File: config.mk
export PLATFORM = sky130hd
export DESIGN_NAME = dmem_arbiter_flat
export DESIGN_NICKNAME = d
export VERILOG_FILES = /design/src/rtl/dmem_if.sv /design/src/rtl/dmem_arbiter.sv /design/src/flat_wrapper.sv
export SDC_FILE = /design/constraint.sdc
export NUM_CORES = 1
export LEC_CHECK = 0
export BUFFER_PORTS_ARGS = -buffer_cell sky130_fd_sc_hd__buf_2
export CAP_MARGIN = 30
export CORE_AREA = 2 2 227 229
export DETAILED_ROUTE_END_ITERATION = 10
export DIE_AREA = 0 0 229 231
export PLACE_DENSITY = 0.42
export RECOVER_POWER = 50
export SYNTH_ARGS = -nofsm -noshare
export SYNTH_HDL_FRONTEND = slang
export SYNTH_SLANG_ARGS = --single-unit
File: constraint.sdc
create_clock -name clk -period 2.7 [get_ports clk]
set_clock_uncertainty 0.15 [all_clocks]
set_input_delay 0.27 -clock clk [delete_from_list [all_inputs] [get_ports clk]]
set_output_delay 0.27 -clock clk [all_outputs]
set_load 0.05 [all_outputs]
File: src/rtl/dmem_if.sv
// ----------------------------------------------------------------------------
// dmem_if
//   Request/response bundle between one data-memory requester and the
//   dmem_arbiter. The requester drives the request fields and holds them
//   stable until it sees gnt. The arbiter returns one-cycle gnt and done
//   pulses, and read data that is valid only while done is high.
//
//   Signals
//     req    requester -> arbiter  access request (level)
//     we     requester -> arbiter  1 = write, 0 = read
//     addr   requester -> arbiter  byte address (AW bits)
//     wdata  requester -> arbiter  write data (DW bits)
//     gnt    arbiter -> requester  one-cycle pulse, request accepted
//     done   arbiter -> requester  one-cycle pulse, access completed
//     rdata  arbiter -> requester  read data, valid while done=1 for a read
//
//   Modports
//     master  requester side
//     slave   arbiter side
// ----------------------------------------------------------------------------
interface dmem_if #(
   parameter int AW = 64,
   parameter int DW = 64
) ();
   logic          req;
   logic          we;
   logic [AW-1:0] addr;
   logic [DW-1:0] wdata;
   logic          gnt;
   logic          done;
   logic [DW-1:0] rdata;

   modport master (output req, we, addr, wdata, input gnt, done, rdata);
   modport slave  (input req, we, addr, wdata, output gnt, done, rdata);
endinterface

File: src/rtl/dmem_arbiter.sv
// ----------------------------------------------------------------------------
// dmem_arbiter
//   Two-requester round-robin arbiter for the single data-memory port.
//   Requester 0 is the CPU data side and requester 1 is a debug/loader
//   master. An accepted request is latched and issued to memory as exactly
//   one access cycle, and its completion (plus read data) is returned only to
//   the requester that owns the transaction.
//
//   Ports
//     clk        system clock, all state on the rising edge
//     rst_n      asynchronous active-low reset
//     m0, m1     dmem_if.slave request/response bundles for requesters 0 / 1
//     mem_read   memory read strobe, only during the access cycle
//     mem_write  memory write strobe, only during the access cycle
//     mem_addr   memory address (latched request address)
//     mem_wdata  memory write data (latched request data)
//     mem_rdata  memory read data, combinational from mem_addr/mem_read
//
//   Transaction timing: gnt in the cycle the request is seen in IDLE or
//   RESP, the access cycle next, done the cycle after. A new grant can be
//   made in the RESP cycle, so back-to-back traffic runs at one access per
//   two clocks.
// ----------------------------------------------------------------------------
module dmem_arbiter #(
   parameter int AW = 64,
   parameter int DW = 64
) (
   input  logic          clk,
   input  logic          rst_n,
   dmem_if.slave         m0,
   dmem_if.slave         m1,
   output logic          mem_read,
   output logic          mem_write,
   output logic [AW-1:0] mem_addr,
   output logic [DW-1:0] mem_wdata,
   input  logic [DW-1:0] mem_rdata
);

   typedef enum logic [1:0] {
      IDLE   = 2'd0,
      ACCESS = 2'd1,
      RESP   = 2'd2
   } state_t;

   state_t        state;
   state_t        next_state;

   logic          grant_valid;
   logic          grant_sel;

   logic          last;
   logic          owner;
   logic          we_q;
   logic [AW-1:0] addr_q;
   logic [DW-1:0] wdata_q;
   logic [DW-1:0] rdata_q;

   // State register. Reset drops straight back to IDLE, which abandons any
   // access in flight and suppresses its done pulse.
   always_ff @(posedge clk or negedge rst_n) begin
      if (!rst_n) begin
         state <= IDLE;
      end else begin
         state <= next_state;
      end
   end

   // Arbitration and next-state logic. Arbitration is only open in IDLE and
   // RESP. On a tie the requester that did not win last time is chosen;
   // last resets to 1 so requester 0 wins the first tie.
   always_comb begin
      grant_valid = 1'b0;
      grant_sel   = 1'b0;
      next_state  = IDLE;

      if (m0.req && m1.req) begin
         grant_sel = ~last;
      end else begin
         grant_sel = m1.req;
      end

      case (state)
         IDLE, RESP: begin
            grant_valid = m0.req || m1.req;
            next_state  = grant_valid ? ACCESS : IDLE;
         end
         ACCESS: begin
            next_state = RESP;
         end
         default: begin
            next_state = IDLE;
         end
      endcase
   end

   // Transaction registers. The winning requester's fields are captured at
   // the grant so it may drop or change them afterwards; read data is
   // captured at the end of the access cycle because mem_rdata is only valid
   // while mem_read is asserted.
   always_ff @(posedge clk or negedge rst_n) begin
      if (!rst_n) begin
         last    <= 1'b1;
         owner   <= 1'b0;
         we_q    <= 1'b0;
         addr_q  <= '0;
         wdata_q <= '0;
         rdata_q <= '0;
      end else begin
         if (grant_valid) begin
            owner   <= grant_sel;
            last    <= grant_sel;
            we_q    <= grant_sel ? m1.we    : m0.we;
            addr_q  <= grant_sel ? m1.addr  : m0.addr;
            wdata_q <= grant_sel ? m1.wdata : m0.wdata;
         end
         if ((state == ACCESS) && !we_q) begin
            rdata_q <= mem_rdata;
         end
      end
   end

   // Output decode. Strobes and the memory bus are only live in ACCESS, so
   // mem_read and mem_write are mutually exclusive by construction. The
   // response side is steered to the owner only; the other requester sees
   // zeros on gnt/done/rdata.
   always_comb begin
      m0.gnt    = grant_valid && !grant_sel;
      m1.gnt    = grant_valid &&  grant_sel;

      m0.done   = (state == RESP) && !owner;
      m1.done   = (state == RESP) &&  owner;

      m0.rdata  = ((state == RESP) && !owner && !we_q) ? rdata_q : '0;
      m1.rdata  = ((state == RESP) &&  owner && !we_q) ? rdata_q : '0;

      mem_read  = (state == ACCESS) && !we_q;
      mem_write = (state == ACCESS) &&  we_q;
      mem_addr  = (state == ACCESS) ? addr_q : '0;
      mem_wdata = ((state == ACCESS) && we_q) ? wdata_q : '0;
   end

endmodule

File: src/flat_wrapper.sv
// flat-port wrapper written by rule: the top's interface ports become plain ports
module dmem_arbiter_flat 
#(
   parameter int AW = 64,
   parameter int DW = 64
)
  (clk, rst_n, mem_read, mem_write, mem_addr, mem_wdata, mem_rdata, m0_req, m0_we, m0_addr, m0_wdata, m0_gnt, m0_done, m0_rdata, m1_req, m1_we, m1_addr, m1_wdata, m1_gnt, m1_done, m1_rdata);
  dmem_if #(.AW(AW), .DW(DW)) m0_i ();
  dmem_if #(.AW(AW), .DW(DW)) m1_i ();
  input  logic clk;
  input  logic rst_n;
  output logic mem_read;
  output logic mem_write;
  output logic [AW-1:0] mem_addr;
  output logic [DW-1:0] mem_wdata;
  input  logic [DW-1:0] mem_rdata;
  input wire logic [$bits(m0_i.req)-1:0] m0_req;
  input wire logic [$bits(m0_i.we)-1:0] m0_we;
  input wire logic [$bits(m0_i.addr)-1:0] m0_addr;
  input wire logic [$bits(m0_i.wdata)-1:0] m0_wdata;
  output wire logic [$bits(m0_i.gnt)-1:0] m0_gnt;
  output wire logic [$bits(m0_i.done)-1:0] m0_done;
  output wire logic [$bits(m0_i.rdata)-1:0] m0_rdata;
  input wire logic [$bits(m1_i.req)-1:0] m1_req;
  input wire logic [$bits(m1_i.we)-1:0] m1_we;
  input wire logic [$bits(m1_i.addr)-1:0] m1_addr;
  input wire logic [$bits(m1_i.wdata)-1:0] m1_wdata;
  output wire logic [$bits(m1_i.gnt)-1:0] m1_gnt;
  output wire logic [$bits(m1_i.done)-1:0] m1_done;
  output wire logic [$bits(m1_i.rdata)-1:0] m1_rdata;
  assign m0_i.req = m0_req;
  assign m0_i.we = m0_we;
  assign m0_i.addr = m0_addr;
  assign m0_i.wdata = m0_wdata;
  assign m0_gnt = m0_i.gnt;
  assign m0_done = m0_i.done;
  assign m0_rdata = m0_i.rdata;
  assign m1_i.req = m1_req;
  assign m1_i.we = m1_we;
  assign m1_i.addr = m1_addr;
  assign m1_i.wdata = m1_wdata;
  assign m1_gnt = m1_i.gnt;
  assign m1_done = m1_i.done;
  assign m1_rdata = m1_i.rdata;
  dmem_arbiter #(.AW(AW), .DW(DW)) u_core (.clk(clk), .rst_n(rst_n), .m0(m0_i), .m1(m1_i), .mem_read(mem_read), .mem_write(mem_write), .mem_addr(mem_addr), .mem_wdata(mem_wdata), .mem_rdata(mem_rdata));
endmodule
# == After elaboration in Yosys (flattened, before gate mapping) ==
# Cells that the tools add are included.
# classes
n_bitwise,1
n_eq_ne,2
n_mux,11
n_reduce_logical,15
# op_table
cell,n
64-bit 2-to-1 mux,6
1-bit logical AND,9
1-bit 2-to-1 mux,4
2-bit one-hot mux with 2 select lines,1
1-bit logical NOT,3
"2-bit by 1-bit equality test with 1-bit output, second input constant",1
"2-bit equality test, second input constant",1
2-bit logical NOT,1
2-bit OR reduction,1
1-bit logical OR,1
1-bit NOT,1
# word_totals
out_inout_bits,262
reg_bits,197
input_bits,326
word_cells,36

# == Logic depth before layout (Yosys ltp) ==
# logic_depth
ltp_word,4
depth_mapped,5
depth_no_buf,3

# == Least setup slack after synthesis ==
# No wires, ideal clock.
# synth_timing
kind,flip-flop to output port
startpoint,reg u_core.state[0]
endpoint,out m0_rdata[10]
path_stages_with_launch,6
t_arrival_ns,2.143
slack_ns,0.137
path_cell_list,dfrtp_1 > nor3b_2 > nor2b_1 > buf_2 > clkbuf_1 > and2_1
# synth_via
elab_chain_cells,4
# synth_lines
item,line_no,source
"start, declared",dmem_arbiter.sv:45,state_t state;
"start signal, assigned",dmem_arbiter.sv:64,state <= next_state;
2-bit equality test,-,
1-bit logical AND,-,
named net m0_done,flat_wrapper.sv:22,output wire logic [$bits(m0_i.done)-1:0] m0_done;
1-bit logical AND,dmem_arbiter.sv:133,m0.rdata = ((state == RESP) && !owner && !we_q) ? rdata_q : '0;
64-bit 2-to-1 mux,dmem_arbiter.sv:133,
"end, declared",flat_wrapper.sv:23,output wire logic [$bits(m0_i.rdata)-1:0] m0_rdata;
# The timed path passes the listed nets, and every way through them passes these cells.

# == Worst setup path in the final report ==
# layout_timing
startpoint,reg u_core.state[0]
endpoint,out m0_rdata[8]
# layout_via
elab_chain_cells,4
# layout_lines
item,line_no
2-bit equality test,dmem_arbiter.sv:133
1-bit logical AND (2 in a row),dmem_arbiter.sv:133
64-bit 2-to-1 mux,dmem_arbiter.sv:133
# No other way between the ends.

==> key figures <==
Pwr
  – Switch share: ~37%
  – Worst vdd ir: 0.0003563 V
  – Reg power frac: around two fifths
  – PwrDens: 664.3 mW/mm^2
  – Psw: about 4.2 mW
  – Pint: roughly 7.3 mW
  – Clock power share: between 20% and 30%
  – Static Leak: 8.966 nW
  – Combinational Power Share: around two fifths

Finish
  – Final instance area: between 0.015 and 0.02 mm^2
  – Area Overhead vs Synth: 77.24%
  – Storage cell area: 0.004932 mm^2
  – Most frequent cells in the layout: buf_2 (585), dlygate4sd3_1 (323), and2_1 (308)
  – Share of post-route cells with drive strength above 1: 37.79%
  – Fillcell total: roughly 5,200
  – Multi-input gate area: 0.004567 mm^2
  – # nets final: between 2,000 and 2,500
  – Commonest non-fill, non-tap cell in the layout: buf_2

Timing
  – Max-slew violation count: 64
  – Setup TNS: 0 ns
  – Hold_ws: approximately 0.19 ns
  – Worst relative slew slack: -17.73%
  – RSZ-0062 raised after global routing: no
  – Max Fclk: roughly 390 MHz
  – Final number of setup-violating endpoints: 0
  – Final period utilization: around 94%
  – Min Tclk post-route: roughly 2.5 ns
  – Actual slew at the worst max-slew pin: around 1.8 ns
  – Final hold violations: 0

Global route
  – Initial antenna violation count: 6
  – Total grt overflow: 0
  – Global-route wire length before repair: 62,150 um
  – Gr usage total: between 15 and 20%
  – Vias in the first global route: 10,900
  – Largest net degree at the start of global routing: 86

Setup path
  – Bufs and invs on worst path: 2
  – Crit path max-delay family: simple AND/OR/NAND/NOR gates
  – Setup Crit Path Kind: reg2out
  – Critical Path Stages: 5
  – Worst path required time: 2.28 ns
  – Critical path arrival: about 2.1 ns
  – Worst path max stage delay: 0.47 ns
  – Slowest CP cell: dfrtp_1
  – Worst setup SP type: register
  – Worst Reg-to-Reg Cells: 5
  – CP Cell Sequence: nor3b_4 -> nor2b_4 -> buf_12 -> and2_1 -> buf_2
  – Critical path fanouts, max: 64
  – Critical Path End Type: output port

Logic synthesis
  – Yosys Warn Count: 0
  – Synth Instances: 874
  – Syn Area/Cell: about 11 um^2
  – Synth Cell Area: 0.009813 mm^2
  – Distinct cells, synth: 23
  – Sequential share of the synthesized area: roughly half
  – #FFs+latches synth: slightly below 200
  – Syn Nets: around 1,200

Detailed routing
  – DRC Markers: 0
  – Via Count: 10,400
  – Initial DRC Count: approximately 420
  – Per-cell routed wire length: 16.77 um
  – Antenna viol nets, final: 0
  – Wirelength, routed: 40,860 um
  – Pre-antenna DRT Iters: 4
  – Via density: between 4 and 5

Clock network
  – Post-CTS setup buffer count: 0
  – # clock sinks: 197
  – CTS Root Cell: clkbuf_16
  – Worst-path clk slew: ~0.08 ns
  – CTS tree: done
  – CTS Buffer Depth: 2
  – CTS Buf Count: 17
  – Clk Latency, worst-skew pair: between 0.4 and 0.5 ns
  – CTS H-tree lvls: 4

Floorplan
  – Die width: about 230 um
  – Initial Util: between 10% and 20%
  – Total Die Area: approximately 0.053 mm^2
  – Row count: 83
  – Core area: between 0.05 and 0.06 mm^2
  – Die Y-Extent: between 200 and 250 um
  – I/O Pins: 588

Placement
  – DP HPWL: 27,730 um
  – Placed cell areas: about 0.014 mm^2
  – Number of port buffers: about 590
  – GP Congestion: 0.8019

Worst hold path
  – Worst min-delay path class: in2reg
  – Hold path depth: 3

Status
  – Violated checks: max-capacitance violations, max-slew violations
  – Outcome: complete, but fails checks

Flow run
  – Max_cap viols: 1
-- stage by stage --
step	utilization, %	instances	worst slack, ns	power (mW)
floorplan	-	874	0.1374	6.759
global placement	26.83	2077	0.5874	8.074
detailed placement	26.83	2077	0.5670	8.079
CTS	34.39	2432	0.04787	11.73
global route	34.32	2435	0.009188	12.22
finish	34.32	2436	0.1527	11.55
-- per-layer routing --
metal	up-vias	global-route usage [%]	part of all wire, %
met2	425	26.31	50
met5	-	0	0.066
li1	4828	-	-
met1	5079	17.37	40
met3	62	4.570	6.7
met4	4	6.879	2.9
-- flip-flops by register name, indices dropped and copies added, names as in the netlist --
register / count
u_core.state: 2
u_core.rdata_q: 64
u_core.owner: 1
u_core.last: 1
u_core.addr_q: 64
u_core.wdata_q: 64
u_core.we_q: 1
-- logic make-up (layout without fill, tap and decap cells) --
family / count (synthesis) / in the layout / synth area share [%]
buffers and inverters: 87 / 965 / 3.749
and+or+nand+nor: 392 / 392 / 25.04
muxes: 64 / 64 / 7.344
DFF: 197 / 197 / 50.25
other: 0 / 4 / 0
AOI/OAI and AO/OA: 134 / 134 / 13.62
-- synth_stat cells, drive strengths merged --
| library cell | count | area (um^2) |
|---|---|---|
| and3b | 1 | 8.760 |
| nor3b | 1 | 12.51 |
| dfstp | 1 | 26.28 |
| and3 | 64 | 400.4 |
| o21bai | 1 | 7.510 |
| a221o | 129 | 1291 |
| buf | 24 | 131.4 |
| nor2b | 2 | 12.51 |
| a21o | 2 | 15.01 |
| inv | 3 | 11.26 |
| nor2 | 1 | 3.750 |
| o211a | 1 | 10.01 |
| nor3 | 1 | 5.000 |
| clkbuf | 60 | 225.2 |
| dfrtp | 196 | 4905 |
| a211oi | 1 | 12.51 |
| and2 | 322 | 2014 |
| mux2 | 64 | 720.7 |
-- timing repair --
action,4_1_cts,5_1_grt
cloned,0,0
hold buffers,323,0
resized for setup,1,1
endpoints found under the hold margin,250,0
endpoints found under the setup margin,2,53
-- power groups by stage --
| stage | Clock [mW] | Combinational [mW] | Sequential, mW |
|---|---|---|---|
| after global placement | 0 | 3.59 | 4.49 |
| after global routing | 2.94 | 4.74 | 4.53 |
| after floorplan | 0 | 2.63 | 4.13 |
| after CTS | 2.87 | 4.44 | 4.43 |
| after detailed placement | 0 | 3.61 | 4.47 |
| final | 2.71 | 4.41 | 4.44 |
-- worst min-delay path, stage by stage --
cell and delay [ns]:
buf_2 0.11, o21bai_2 0.19, a21o_1 0.22
-- path summary, 6_finish.rpt --
check / slack (ns) / end / from
setup / recovery: 0.15 / m0_rdata[8] / u_core.state[0]$_DFF_PN0_
setup reg to reg: 0.24 / u_core.addr_q[44]$_DFFE_PN0P_ / u_core.state[0]$_DFF_PN0_
hold / removal: 0.19 / u_core.owner$_DFFE_PN0P_ / m1_req
hold reg to reg: 0.35 / u_core.rdata_q[41]$_DFFE_PN0P_ / u_core.rdata_q[41]$_DFFE_PN0P_
min in group asynchronous: 0.68 / u_core.rdata_q[4]$_DFFE_PN0P_ / rst_n
max in group asynchronous: 0.45 / u_core.addr_q[21]$_DFFE_PN0P_ / rst_n
-- layout make-up --
cell class              count  share of cell area, %
multi-input cells         590                  26.26
diodes                      4                0.05755
inverters                   3                0.06474
repair buffers            930                  36.98
clock buffers              21                  2.705
well taps                 680                  4.892
flip-flops and latches    197                  28.36
clock inverters            11                 0.6906
No activity file was read; power rests on OpenSTA's default activity.
